===== config.mk =====
export PLATFORM = sky130hd
export DESIGN_NAME = cond_unit_simd
export DESIGN_NICKNAME = d
export VERILOG_FILES = /design/src/rtl/cond_pkg.sv /design/src/rtl/cond_eval.sv /design/src/rtl/cond_unit_simd.sv
export SDC_FILE = /design/constraint.sdc
export NUM_CORES = 1
export LEC_CHECK = 0
export ABC_AREA = 1
export CAP_MARGIN = 20
export CORE_MARGIN = 2
export CORE_UTILIZATION = 51
export DETAILED_ROUTE_END_ITERATION = 10
export PLACE_DENSITY_LB_ADDON = 0.15
export SYNTH_ARGS = -nofsm -noshare
export SYNTH_HDL_FRONTEND = slang
export SYNTH_SLANG_ARGS = --single-unit

===== constraint.sdc =====
create_clock -name clk -period 5.65 [get_ports clk]
set_clock_uncertainty 0.2 [all_clocks]
set_input_delay 0.8475 -clock clk [delete_from_list [all_inputs] [get_ports clk]]
set_output_delay 0.8475 -clock clk [all_outputs]
set_load 0.02 [all_outputs]

===== src/rtl/cond_pkg.sv =====
// Shared definitions for the SIMD condition unit: condition codes, flag bit
// positions inside a lane's NZCV nibble, and branch-decision modes.
package cond_pkg;

    typedef enum logic [3:0] {
        AL = 4'b0000,
        EQ = 4'b0001,
        NE = 4'b0010,
        CS = 4'b0011,
        GE = 4'b0100,
        LT = 4'b0101,
        GT = 4'b0110,
        LE = 4'b0111,
        CC = 4'b1000,
        MI = 4'b1001,
        PL = 4'b1010,
        NV = 4'b1111
    } cond_t;

    localparam int FLAG_N = 3;
    localparam int FLAG_Z = 2;
    localparam int FLAG_C = 1;
    localparam int FLAG_V = 0;

    localparam int BR_LANE0 = 0;
    localparam int BR_ANY   = 1;
    localparam int BR_ALL   = 2;

endpackage


===== src/rtl/cond_eval.sv =====
// Single-lane condition evaluator: a 4-bit condition code against one NZCV nibble.
module cond_eval
    import cond_pkg::*;
(
    input  logic [3:0] cond_i,
    input  logic [3:0] flags_i,
    output logic       pass_o
);

    logic n, z, c, v;

    assign n = flags_i[FLAG_N];
    assign z = flags_i[FLAG_Z];
    assign c = flags_i[FLAG_C];
    assign v = flags_i[FLAG_V];

    // Reserved encodings fall through to the default and never pass.
    always_comb begin
        pass_o = 1'b0;
        case (cond_i)
            AL:      pass_o = 1'b1;
            EQ:      pass_o = z;
            NE:      pass_o = ~z;
            CS:      pass_o = c;
            GE:      pass_o = (n == v);
            LT:      pass_o = (n != v);
            GT:      pass_o = ~z & (n == v);
            LE:      pass_o = z | (n != v);
            CC:      pass_o = ~c;
            MI:      pass_o = n;
            PL:      pass_o = ~n;
            NV:      pass_o = 1'b0;
            default: pass_o = 1'b0;
        endcase
    end

endmodule


===== src/rtl/cond_unit_simd.sv =====
// Per-lane NZCV registers with condition evaluation, lane predication, branch
// decision, an E->M predicate register and a saturating squash counter.
module cond_unit_simd
    import cond_pkg::*;
#(
    parameter int LANES   = 4,
    parameter int BR_MODE = 0,
    parameter int CNT_W   = 16
) (
    input  logic                 clk,
    input  logic                 reset,
    input  logic                 valid_e,
    input  logic                 stall,
    input  logic                 flush,
    input  logic [3:0]           cond_e,
    input  logic [LANES-1:0]     lane_en_e,
    input  logic [4*LANES-1:0]   alu_flags,
    input  logic [1:0]           flags_write,
    input  logic                 branch_e,
    output logic                 cond_ex,
    output logic [LANES-1:0]     lane_pred_e,
    output logic                 branch_taken,
    output logic [LANES-1:0]     lane_pred_m,
    output logic                 valid_m,
    output logic [4*LANES-1:0]   flags_q,
    output logic [CNT_W-1:0]     squash_cnt
);

    logic [LANES-1:0]   lane_pass;
    logic [LANES-1:0]   commit;
    logic [4*LANES-1:0] flags_d;
    logic [LANES-1:0]   lane_pred_m_q;
    logic               valid_m_q;
    logic [CNT_W-1:0]   squash_cnt_q;
    logic [CNT_W-1:0]   squash_cnt_d;
    logic               advance;
    logic               squash_inc;
    logic               decision;

    assign advance = ~stall & ~flush;

    genvar gi;
    generate
        for (gi = 0; gi < LANES; gi++) begin : g_lane
            cond_eval u_eval (
                .cond_i  (cond_e),
                .flags_i (flags_q[4*gi +: 4]),
                .pass_o  (lane_pass[gi])
            );

            assign commit[gi] = valid_e & advance & lane_pred_e[gi];

            // N,Z and C,V are written independently so partial-flag ops keep the rest.
            assign flags_d[4*gi+2 +: 2] = (commit[gi] & flags_write[1]) ?
                                          alu_flags[4*gi+2 +: 2] : flags_q[4*gi+2 +: 2];
            assign flags_d[4*gi +: 2]   = (commit[gi] & flags_write[0]) ?
                                          alu_flags[4*gi +: 2] : flags_q[4*gi +: 2];
        end
    endgenerate

    assign lane_pred_e = lane_pass & lane_en_e & {LANES{valid_e}};
    assign cond_ex     = lane_pass[0] & valid_e;

    // ALL mode ignores disabled lanes but refuses to branch on an empty mask.
    always_comb begin
        decision = 1'b0;
        case (BR_MODE)
            BR_LANE0: decision = lane_pass[0];
            BR_ANY:   decision = |lane_pred_e;
            BR_ALL:   decision = (|lane_en_e) & (&(lane_pass | ~lane_en_e));
            default:  decision = 1'b0;
        endcase
    end

    assign branch_taken = branch_e & valid_e & ~flush & decision;

    assign squash_inc   = valid_e & advance & (lane_pred_e == '0);
    assign squash_cnt_d = (squash_inc && squash_cnt_q != {CNT_W{1'b1}}) ?
                          squash_cnt_q + {{(CNT_W-1){1'b0}}, 1'b1} : squash_cnt_q;

    always_ff @(posedge clk) begin
        if (!reset) begin
            flags_q       <= '0;
            lane_pred_m_q <= '0;
            valid_m_q     <= 1'b0;
            squash_cnt_q  <= '0;
        end else begin
            flags_q      <= flags_d;
            squash_cnt_q <= squash_cnt_d;
            if (flush) begin
                lane_pred_m_q <= '0;
                valid_m_q     <= 1'b0;
            end else if (!stall) begin
                lane_pred_m_q <= lane_pred_e;
                valid_m_q     <= valid_e;
            end
        end
    end

    assign lane_pred_m = lane_pred_m_q;
    assign valid_m     = valid_m_q;
    assign squash_cnt  = squash_cnt_q;

endmodule


Word-level counts from Yosys, hierarchy flattened
Cells that the tools add are included.
Cells by class
  bitwise gates (word level): 44
  reduce and logical (&&, ||, !) cells: 4
  equality and inequality tests: 19
  muxes and demuxes: 4
  add/subtract/negate cells: 1
Operators with widths (number)
  case mux 1 bit (11 select lines): 4
  bitwise AND 1 bit: 23
  adder 16 x 1 -> 16 bit (second input constant): 1
  equality test 4 x 3 -> 1 bit (second input constant): 4
  inequality test 16 bit (second input constant): 1
  inverter 1 bit: 15
  equality test 4 bit (second input constant): 3
  bitwise AND 4 bit: 2
  equality test 4 x 2 -> 1 bit (second input constant): 2
  zero test 4 bit: 2
  equality test 1 bit: 4
  equality test 4 x 1 -> 1 bit (second input constant): 1
  inequality test 1 bit: 4
  OR 1 bit: 4
  OR reduction 2 bit: 1
  logical AND 1 bit: 1
Storage, ports and cells
  bits in registers: 37
  output and inout port bits: 43
  bits of input ports: 32
  word-level logic and storage cells: 83

Logic depth before layout (Yosys ltp)
Gate-level depths: netlist of run 1.
  word-level depth: 8
  gate-level depth with buffers: 16
  gate-level depth less buffers: 15

Modules after synthesis
From an unflattened synthesis of run 1, not the netlist that was laid out.
Unflattened totals
  cell total of the unflattened synthesis: 410
  area total of the unflattened synthesis: 2372.3 µm²
Modules (own cells, without submodules)
  cond_unit_simd: area an instance 1926.8 µm², cells each 306, seq. area each 740.7 µm², instances 1
  cond_eval: area an instance 111.4 µm², cells each 26, seq. area each 0.0 µm², instances 4

Worst setup path after synthesis of run 1
No wires, ideal clock.
  path kind: input to output
  from: in cond_e[3]
  to: out branch_taken
  path slack: 2624 ps
  path buffers: 0
  data arrival time: 1978 ps
  data required time: 4603 ps
  stages: 11
  path through: inv_2 > nand2_1 > nor2_1 > o21ai_0 > nand2_1 > nor2_1 > nand2_1 > nand2_1 > inv_1 > nand2_1 > nor2_1
On the way
  longest elaborated chain between the ends: 3
  elaborated cells on any way between the ends: 13
  those cells by class: 10 x eq/ne; 1 x mux; 1 x bitwise; 1 x reduce/logical
Ends and longest elaborated chain
  from (decl): RTL line cond_unit_simd.sv:15  | input logic [3:0] cond_e,
  equality test 4 bit (tied with other cells): RTL line cond_eval.sv:20  | case (cond_i)
  case mux 1 bit (11 select lines) *: RTL line cond_eval.sv:20
  bitwise AND 1 bit *: RTL line cond_unit_simd.sv:75  | assign branch_taken = branch_e & valid_e & ~flush & decision;
  to (decl): RTL line cond_unit_simd.sv:22  | output logic branch_taken,
Every way passes the cells marked *; elsewhere a longest branch is shown, timed or not.

Worst setup path after layout of run 1
  from: in cond_e[3]
  to: out lane_pred_e[0]
On the way
  longest elaborated chain between the ends: 4
  elaborated cells on any way between the ends: 14
  those cells by class: 10 x eq/ne; 1 x mux; 2 x bitwise; 1 x reduce/logical
Ends and longest elaborated chain
  equality test 4 bit (tied with other cells): RTL line cond_eval.sv:20
  case mux 1 bit (11 select lines) *: RTL line cond_eval.sv:20
  bitwise AND 4 bit * (2 in series): RTL line cond_unit_simd.sv:61  | assign lane_pred_e = lane_pass & lane_en_e & {LANES{valid_e}};
  to (decl): RTL line cond_unit_simd.sv:21  | output logic [LANES-1:0] lane_pred_e,
Marked as above.

==> flow_summary_export.csv, run 1 <==
group,metric,value,unit
critical_path,ff2ff_path_depth,14,
critical_path,worst_setup_path_end_kind,"primary output",
logic_synthesis,synth_warnings,0,
logic_synthesis,ys_async_sr_fraction,0,%
finish,syn2layout_area_growth,37.1,%
sta,final.setup.tns,0,ns
grt,busiest_layer,"met2",
cts,holdBufCountCts,0,
logic_synthesis,ys_ff_latch,37,
sta,max_freq,0.240,GHz
routing,detail-route-antenna-nets,0,
routing,num_vias,2866,
grt,grt_pass1_wl,11500,µm
power,swShare,26.7,%
run_status,status,"complete, no violations",
placed_design,place_inst,545,
hold_path,holdPathStages,2,
floorplanning,core,4440,µm²
grt,antenna_found_initial,0,
critical_path,critPathArrivalTime,3.12,ns
cts,numCtsBuffers,5,
critical_path,rr_startpoint,"flags_q[7]",
grt,grt_overflow,0,
power,intPower,0.443,mW
cts,post_cts_resized,0,
cts,clock_latency,0.29,ns
logic_synthesis,synth.distinct_cells,21,
grt,grt_max_degree,34,
routing,wl,6900,µm
grt,grt_use_met3,4.83,%
power,ir_drop,0.121,mV
logic_synthesis,syn_area,2400,µm²
sta,maxSlewViolCount,0,
grt,grt_pass1_vias,2542,
cts,clock_sink_count,37,
floorplanning,dieArea,5280,µm²
placed_design,dp.final_hpwl,5290,µm
logic_synthesis,ys_seq_area_share,30.8,%
power,powerDensity,183,nW/µm²
finish,nNetsFinal,533,
sta,slew_headroom,64.8,%
floorplanning,boundaryPins,75,
cts,cts_tree,"yes",
power,power.switching,0.161,mW
cts,clkTransAtPathRegs,0.08,ns
floorplanning,dieWidth,72.7,µm
flow_run,drv_cap,0,
hold_path,hp-class,"reg -> reg",
finish,mostFrequentLayoutCells,"128 x nand2_1, 75 x inv_1, 74 x clkdlybuf4s50_1",
power,power.total,0.605,mW
logic_synthesis,synth-edff-count,0,
logic_synthesis,syn-num-nets,457,
cts,root_buffer,"clkbuf_8",
routing,viasPerCell,5.18,
power,comb_power_share,16.2,%
cts,cts_setup_buffers,0,
routing,avgRoutedWirePerCell,12.5,µm
cts,h-tree-depth,2,
hold_path,hold_end,"flags_q[12]",
placed_design,gp_congestion,0.888,
critical_path,r2r_slack,3.10,ns
finish,mostFrequentLayoutCell,"nand2_1",
grt,gr-usage-met2,43.0,%
sta,setup_viol,0,
sta,tightest_slew,0.523,ns
power,p_leak,1.56,nW
routing,first_pass_iters,5,
sta,rsz0062_at_grt,"false",
floorplanning,initial_core_util,54.1,%
critical_path,critPathLaunchType,"input port",
logic_synthesis,syn_inst,424,
floorplanning,num_rows,24,
grt,grt_usage,27.2,%
grt,grt_use_met1,38.6,%
finish,fillCellCount,412,
sta,fin_crit_sh,73.7,%
cts,cts_max_path_buffers,2,
sta,layout_min_cycle_time,4.16,ns
routing,drt_iter0_drc,208,
critical_path,crit_type,"in -> out",
critical_path,timing.rr.end,"squash_cnt[11]",
logic_synthesis,synthFlopType,"dfxtp_1",
routing,drc,0,
critical_path,critPathRequiredTime,4.60,ns
hold_path,hold_start,"flags_q[12]",
finish,drive_gt1_share,2.40,%
finish,antenna_cells,0,
logic_synthesis,avgSynthCellArea,5.67,µm²
critical_path,critPathMaxFanout,23,
power,p_seq_share,44.6,%
finish,final_cells,553,
sta,finalHoldViolations,0,
floorplanning,die_h,72.7,µm
power,p_clk_share,39.2,%
sta,setup_ws,1.49,ns
placed_design,pre_cts_slack,1.52,ns
placed_design,io_buffers,74,
[routing by layer]
layer,up-vias,wire [µm]
met5,-,0
met1,1272,3280
li1,1464,-
met3,7,597
met4,0,60
met2,123,2960
[through the flow]
stage | utilization (%) | hold WS (ns) | area [µm²]
final | 74.2 | 0.294 | 3300
after detailed placement | 71.7 | 0.280 | 3190
after floorplan | - | 0.346 | 2400
after CTS | 74.2 | 0.295 | 3300
after global placement | 71.7 | 0.262 | 3190
after global routing | 74.2 | 0.331 | 3300
[worst max-delay path by stage]
stage               from        endpoint  depth (start not counted)
5_1_grt        cond_e[3]  lane_pred_e[0]                         13
3_3_place_gp   cond_e[3]  lane_pred_e[0]                         13
2_1_floorplan  cond_e[3]    branch_taken                         11
3_5_place_dp   cond_e[3]  lane_pred_e[0]                         13
4_1_cts        cond_e[3]  lane_pred_e[0]                         13
6_report       cond_e[3]  lane_pred_e[0]                         13
[power groups by stage]
stage	Combinational (mW)	Clock (mW)	Sequential, mW
finish	0.0980	0.237	0.270
CTS	0.0982	0.239	0.270
floorplan	0.0452	0	0.281
global placement	0.0953	0	0.276
detailed placement	0.0974	0	0.276
global route	0.109	0.249	0.270
[sequential cells by signal, indices dropped and copies added (netlist names)]
register,flops
lane_pred_m,4
valid_m,1
flags_q,16
squash_cnt,16
[Yosys cell counts (2+ instances only)]
cell        n  area (µm²)
nand3b_1    4        30.0
nand3_1    36         180
clkbuf_1    2        7.51
buf_2       4        20.0
nor3_1      5        25.0
dfxtp_1    37         741
nor2_1     69         259
o21ai_0    19        95.1
a21oi_1    18        90.1
inv_1      75         282
nor4_1      3        18.8
xor2_1      5        43.8
nand4_1    12        75.1
nand2_1   128         480
[cells by family (layout without fill, tap and decap cells)]
kind of cell             count (synthesis)  count (layout)  synth area share [%]
buffers and inverters                   84             161                  13.8
AO/OA/AOI/OAI                           38              38                  8.01
adder cells (fa/ha/maj)                  1               1                 0.520
AND/OR/NAND/NOR                        258             258                  44.7
flip-flops                              37              37                  30.8
XOR/XNOR                                 6               6                  2.19
[layout make-up]
| type | count | area, µm² | area share, % |
|---|---|---|---|
| Multi-Input combinational cell | 303 | 1330 | 40.4 |
| Timing Repair Buffer | 77 | 763 | 23.1 |
| Sequential cell | 37 | 741 | 22.5 |
| Inverter | 76 | 285 | 8.65 |
| Clock buffer | 6 | 72.6 | 2.20 |
| Tap cell | 52 | 65.1 | 1.97 |
| Clock inverter | 2 | 38.8 | 1.18 |
[critical path, cell delays in order]
cell and delay (ns):
clkdlybuf4s50_1 0.53, inv_2 0.06, nor2_2 0.17, nand2_1 0.17, nand2_1 0.08, o21ai_0 0.09
nand2_1 0.07, nor2_1 0.04, nand2_1 0.07, nand3_1 0.06, buf_4 0.21, inv_1 0.09
clkdlybuf4s50_1 0.60
Note: power is estimated with default switching activity, not from simulation.
==> run 2, diff against run 1 <==
--- a/config.mk
+++ b/config.mk
@@ -8,7 +8,7 @@
 export ABC_AREA = 1
 export CAP_MARGIN = 20
 export CORE_MARGIN = 2
-export CORE_UTILIZATION = 51
+export CORE_UTILIZATION = 42
 export DETAILED_ROUTE_END_ITERATION = 10
 export PLACE_DENSITY_LB_ADDON = 0.15
 export SYNTH_ARGS = -nofsm -noshare
==> constraint.sdc (replaced) <==
create_clock -name clk -period 3.5 [get_ports clk]
set_clock_uncertainty 0.2 [all_clocks]
set_input_delay 0.525 -clock clk [delete_from_list [all_inputs] [get_ports clk]]
set_output_delay 0.525 -clock clk [all_outputs]
set_load 0.02 [all_outputs]
==> run 2 against run 1 <==
  * Global-route usage is 3.8 points lower
  * Total power is 63% higher
  * Sequential power is 61% higher
  * Combinational power is 65% higher
  * Routed wire length is 1.6% higher
  * Cell area is 2.4% higher
  * Core utilization is 13 points lower
  * Critical path type unchanged
==> flow_summary_export.csv, run 2 (synthesis results as in run 1) <==
group,metric,value,unit
run_status,status,"complete, no violations",
critical_path,worst_setup_path_end_kind,"primary output",
finish,multiInputGateArea,1340,µm²
sta,maxSlewViolCount,0,
grt,grt_pass1_vias,2566,
sta,rsz0062_at_grt,"false",
routing,drt_iter0_drc,130,
placed_design,place_area,3250,µm²
cts,root_buffer,"clkbuf_8",
finish,nNetsFinal,538,
routing,wl,7010,µm
power,ir_drop,0.193,mV
grt,grt_pass1_wl,11700,µm
routing,drc,0,
power,p_leak,1.61,nW
routing,first_pass_iters,5,
finish,mostFrequentLayoutCells,"128 x nand2_1, 75 x inv_1, 73 x clkdlybuf4s50_1",
cts,h-tree-depth,2,
floorplanning,core,5510,µm²
grt,antenna_found_initial,0,
critical_path,crit_type,"in -> out",
critical_path,path_cells,"clkdlybuf4s50_1 -> nand2_1 -> nor2_1 -> buf_4 -> nand2_1 -> inv_1 -> nor2_1 -> nand3_1 -> nand2_1 -> inv_1 -> clkdlybuf4s50_1",
finish,antenna_cells,0,
floorplanning,initial_core_util,43.7,%
cts,clock_latency,0.29,ns
cts,cts_tree,"yes",
floorplanning,num_rows,27,
critical_path,timing.rr.end,"squash_cnt[11]",
hold_path,hold_end,"valid_m",
grt,grt_usage,23.4,%
sta,max_freq,0.298,GHz
floorplanning,dieWidth,79.7,µm
critical_path,critPathArrivalTime,2.63,ns
placed_design,io_buffers,74,
routing,avgRoutedWirePerCell,12.1,µm
cts,cts_setup_buffers,0,
finish,mostFrequentLayoutCell,"nand2_1",
sta,fin_crit_sh,95.8,%
grt,grt_max_degree,23,
finish,drive_gt1_share,4.15,%
cts,numCtsBuffers,5,
finish,postLayoutCoreUtil,61.3,%
hold_path,hold_start,"valid_m",
critical_path,critPathRequiredTime,2.77,ns
cts,clock_sink_count,37,
critical_path,critPathLaunchType,"input port",
hold_path,hp-class,"reg -> reg",
sta,final.setup.tns,0,ns
floorplanning,die_h,79.7,µm
cts,post_cts_resized,0,
sta,setup_viol,0,
critical_path,path_common_cell,"nand2_1",
sta,slew_headroom,61.9,%
sta,finalHoldViolations,0,
critical_path,critPathMaxFanout,5,
routing,viasPerCell,4.95,
floorplanning,dieArea,6350,µm²
finish,final_cells,578,
sta,fin_hold_ws,0.279,ns
floorplanning,boundaryPins,75,
cts,cts_max_path_buffers,2,
finish,seqCellArea,741,µm²
routing,num_vias,2860,
sta,setup_ws,0.147,ns
routing,detail-route-antenna-nets,0,
critical_path,cpPeakStageDelay,0.60,ns
power,power.total,0.988,mW
critical_path,r2r_slack,1.02,ns
finish,final_area,3380,µm²
finish,syn2layout_area_growth,40.5,%
grt,grt_overflow,0,
critical_path,rr_startpoint,"flags_q[7]",
finish,fillCellCount,521,
placed_design,gp_congestion,0.949,
critical_path,ff2ff_path_depth,13,
cts,holdBufCountCts,0,
sta,tightest_slew,0.570,ns
power,powerDensity,293,nW/µm²
sta,layout_min_cycle_time,3.35,ns
placed_design,dp.final_hpwl,5450,µm
placed_design,pre_cts_slack,0.132,ns
flow_run,drv_cap,0,
critical_path,cpMaxStageDelayCell,"clkdlybuf4s50_1",
cts,clkTransAtPathRegs,0.07,ns
hold_path,holdPathStages,2,
placed_design,place_inst,570,
## run 2: changes by cell type in the layout (fill, tap and decap cells not counted)
cell / delta
buf_4: +5
nor2_1: -4
nor2_2: +4
clkbuf_8: +1
clkdlybuf4s50_1: -1
clkinv_4: -1
dlymetal6s2s_1: +1
## run 2: worst max-delay path: cells and delay by family
kind                   cells  cell delay, ns
and+or+nand+nor            6            0.66
buffers and inverters      5            1.44
## run 2: routing by layer
layer	vias to the layer above	track usage, %	wire length, µm
li1	1470	-	-
met1	1271	33.2	3480
met2	109	35.9	2970
met3	10	4.75	484
met4	0	6.38	84
met5	-	0	0
## run 2: power by group
group / switching, mW / leakage (nW) / internal [mW]
sequential: 0.00798 / 0.299 / 0.428
combinational: 0.0861 / 1.25 / 0.0763
clock: 0.157 / 0.0585 / 0.232
## run 2: worst max-delay path by stage
stage	startpoint	to	depth (start not counted)
6_report	cond_e[2]	lane_pred_e[3]	11
3_3_place_gp	cond_e[3]	branch_taken	14
3_5_place_dp	cond_e[2]	branch_taken	12
5_1_grt	cond_e[2]	lane_pred_e[3]	11
4_1_cts	cond_e[2]	branch_taken	12
2_1_floorplan	cond_e[3]	branch_taken	11
## run 2: layout make-up
type,count,area share (%)
clock buffers,7,2.56
clock inverters,1,0.889
inverters,76,8.44
multi-input cells,303,39.7
flip-flops and latches,37,21.9
well taps,72,2.67
repair buffers,82,23.8
==> run 3, diff against run 2 <==
--- a/config.mk
+++ b/config.mk
@@ -11,6 +11,8 @@
 export CORE_UTILIZATION = 42
 export DETAILED_ROUTE_END_ITERATION = 10
 export PLACE_DENSITY_LB_ADDON = 0.15
+export SLEW_MARGIN = 10
 export SYNTH_ARGS = -nofsm -noshare
 export SYNTH_HDL_FRONTEND = slang
+export SYNTH_HIERARCHICAL = 1
 export SYNTH_SLANG_ARGS = --single-unit
==> run 3 against run 2 <==
  * Critical path depth unchanged
  * Register-to-register slack gained 0.33 ns
  * Cell count is 2.2% lower
  * Core utilization is 0.33 points lower
  * Die area shrank 1.3%
  * Total power up 10%
  * Clock power grew 18%
  * Synthesized area down 1.4%
  * Via count is 7.9% lower
  * Non-clock buffer count decreased by 1
  * Count of clock-buffer cells in the layout decreased by 2
  * Hold slack improved by 0.015 ns
==> flow_summary_export.csv, run 3 <==
group,metric,value,unit
logic_synthesis,yosysTopAreaCell,"dfxtp_1",
routing,first_pass_iters,5,
logic_synthesis,syn-num-nets,443,
floorplanning,boundaryPins,75,
cts,root_buffer,"clkbuf_8",
routing,num_vias,2634,
logic_synthesis,ys_ff_latch,37,
cts,cts_setup_buffers,0,
logic_synthesis,ys_async_sr_fraction,0,%
run_status,status,"complete, no violations",
sta,tightest_slew,0.571,ns
cts,clock_latency,0.29,ns
finish,syn2layout_area_growth,40.8,%
sta,rsz0062_at_grt,"false",
grt,grt_usage,20.4,%
routing,detail-route-antenna-nets,0,
finish,antenna_cells,0,
cts,clock_sink_count,37,
finish,nNetsFinal,525,
sta,setup_viol,0,
floorplanning,dieArea,6270,µm²
placed_design,gp_congestion,0.898,
floorplanning,num_rows,27,
critical_path,critPathLaunchType,"input port",
sta,maxSlewViolCount,0,
floorplanning,core,5470,µm²
routing,viasPerCell,4.66,
critical_path,critPathArrivalTime,2.55,ns
logic_synthesis,synth.area.top_cells,"dfxtp_1 31%, nand2_1 17%, nor2_1 16%",
grt,grt_overflow,0,
logic_synthesis,syn_area,2370,µm²
grt,grt_max_degree,19,
cts,cts_max_path_buffers,2,
logic_synthesis,synth.distinct_cells,21,
finish,mostFrequentLayoutCell,"nand2_1",
logic_synthesis,syn_inst,410,
floorplanning,die_h,79.2,µm
grt,grt_pass1_wl,10400,µm
finish,mostFrequentLayoutCells,"108 x nand2_1, 100 x nor2_1, 74 x clkdlybuf4s50_1",
sta,slew_headroom,61.9,%
routing,drt_iter0_drc,105,
power,ir_drop,0.223,mV
power,p_leak,1.54,nW
grt,grt_pass1_vias,2408,
placed_design,dp.final_hpwl,4660,µm
cts,clkTransAtPathRegs,0.08,ns
cts,post_cts_resized,0,
sta,finalHoldViolations,0,
logic_synthesis,yosysMostFrequentCell,"nand2_1",
logic_synthesis,ys_seq_area_share,31.2,%
logic_synthesis,synth_warnings,6,
grt,antenna_found_initial,0,
hold_path,hp-class,"reg -> reg",
logic_synthesis,avgSynthCellArea,5.79,µm²
logic_synthesis,synth_common_cells,"108 x nand2_1, 100 x nor2_1, 60 x inv_1, 37 x dfxtp_1, 26 x o21ai_0",
sta,final.setup.tns,0,ns
finish,drive_gt1_share,5.88,%
logic_synthesis,netlist.area_leader.share,31.2,%
cts,numCtsBuffers,5,
routing,wl,6090,µm
critical_path,crit_type,"in -> out",
critical_path,critPathMaxFanout,12,
floorplanning,initial_core_util,43.3,%
power,powerDensity,326,nW/µm²
routing,avgRoutedWirePerCell,10.8,µm
critical_path,critPathRequiredTime,2.77,ns
routing,drc,0,
sta,layout_min_cycle_time,3.27,ns
critical_path,worst_setup_path_end_kind,"primary output",
cts,holdBufCountCts,0,
cts,cts_tree,"yes",
flow_run,drv_cap,0,
logic_synthesis,synthFlopType,"dfxtp_1",
cts,h-tree-depth,2,
sta,max_freq,0.305,GHz
logic_synthesis,synth-edff-count,0,
placed_design,io_buffers,74,
sta,fin_hold_ws,0.293,ns
floorplanning,dieWidth,79.2,µm
sta,fin_crit_sh,93.5,%
[run 3: cell types whose count changed after synthesis, sizes merged, moves of 3 or more]
cell    previous run  this run
nand2            128       116
nor4               3         0
o21bai             0         4
nor2              70       105
nand4             12         4
o21ai             19        26
nand3             36        24
inv               76        60
nor3               5         1
nand3b             4         0
[run 3: path summary, 6_finish.rpt]
check              from        endpoint  slack (ns)  cells after the start
max reg2reg  flags_q[2]  squash_cnt[13]        1.35                     13
min reg2reg     valid_m         valid_m        0.29                      2
max           cond_e[1]  lane_pred_e[1]        0.23                     11
min             valid_m         valid_m        0.29                      2
[run 3: cells by family (layout without fill, tap and decap cells)]
| group | after synthesis | count (layout) | synth area share, % |
|---|---|---|---|
| DFF | 37 | 37 | 31.2 |
| xor gates and xnor gates | 7 | 7 | 2.58 |
| AOI/OAI and AO/OA | 48 | 48 | 10.5 |
| adders and majority gates | 1 | 1 | 0.527 |
| buffers and inverters | 66 | 149 | 11.8 |
| and+or+nand+nor | 251 | 251 | 43.4 |
[run 3: report_power, final]
part           total [mW]  internal, mW  switching, mW
registers           0.446         0.432         0.0136
clock network       0.461         0.287          0.174
logic               0.181        0.0886         0.0927
total                1.09         0.808          0.280
[run 3: routing by layer]
metal / part of all wire, % / track usage [%] / vias to the layer above / wire length [µm]
met5: 0 / 0 / - / 0
met4: 0.69 / 5.00 / 0 / 42
met3: 4.8 / 4.43 / 5 / 292
met2: 48 / 36.6 / 62 / 2950
met1: 46 / 24.7 / 1147 / 2800
li1: - / - / 1420 / -
[run 3: critical path, stage by stage]
cell and delay (ns):
clkdlybuf4s50_1 0.54, buf_4 0.20, nor2_1 0.06, nand2_1 0.05, nand2_1 0.05, nand2_1 0.05
nand3_1 0.06, a21oi_1 0.16, nand3_1 0.12, inv_1 0.13, clkdlybuf4s50_1 0.61
[run 3: layout make-up]
type | count | area (µm²)
clock buffer | 5 | 68.8
inverter | 60 | 225
multi-input combinational | 307 | 1350
clock inverter | 3 | 68.8
tap | 72 | 90.1
timing repair buffer | 81 | 793
fill | 537 | 2130
sequential | 37 | 741
[run 3: stage by stage]
stage               total power, mW  utilization [%]  instance area, µm²  worst slack, ns  cells
global route                   1.13             61.0                3340           0.0300    565
global placement              0.634             58.5                3200            0.241    557
detailed placement            0.637             58.5                3200            0.224    557
finish                         1.09             61.0                3340            0.226    565
floorplan                     0.547                -                2370             1.42    410
CTS                            1.10             61.0                3340            0.216    565
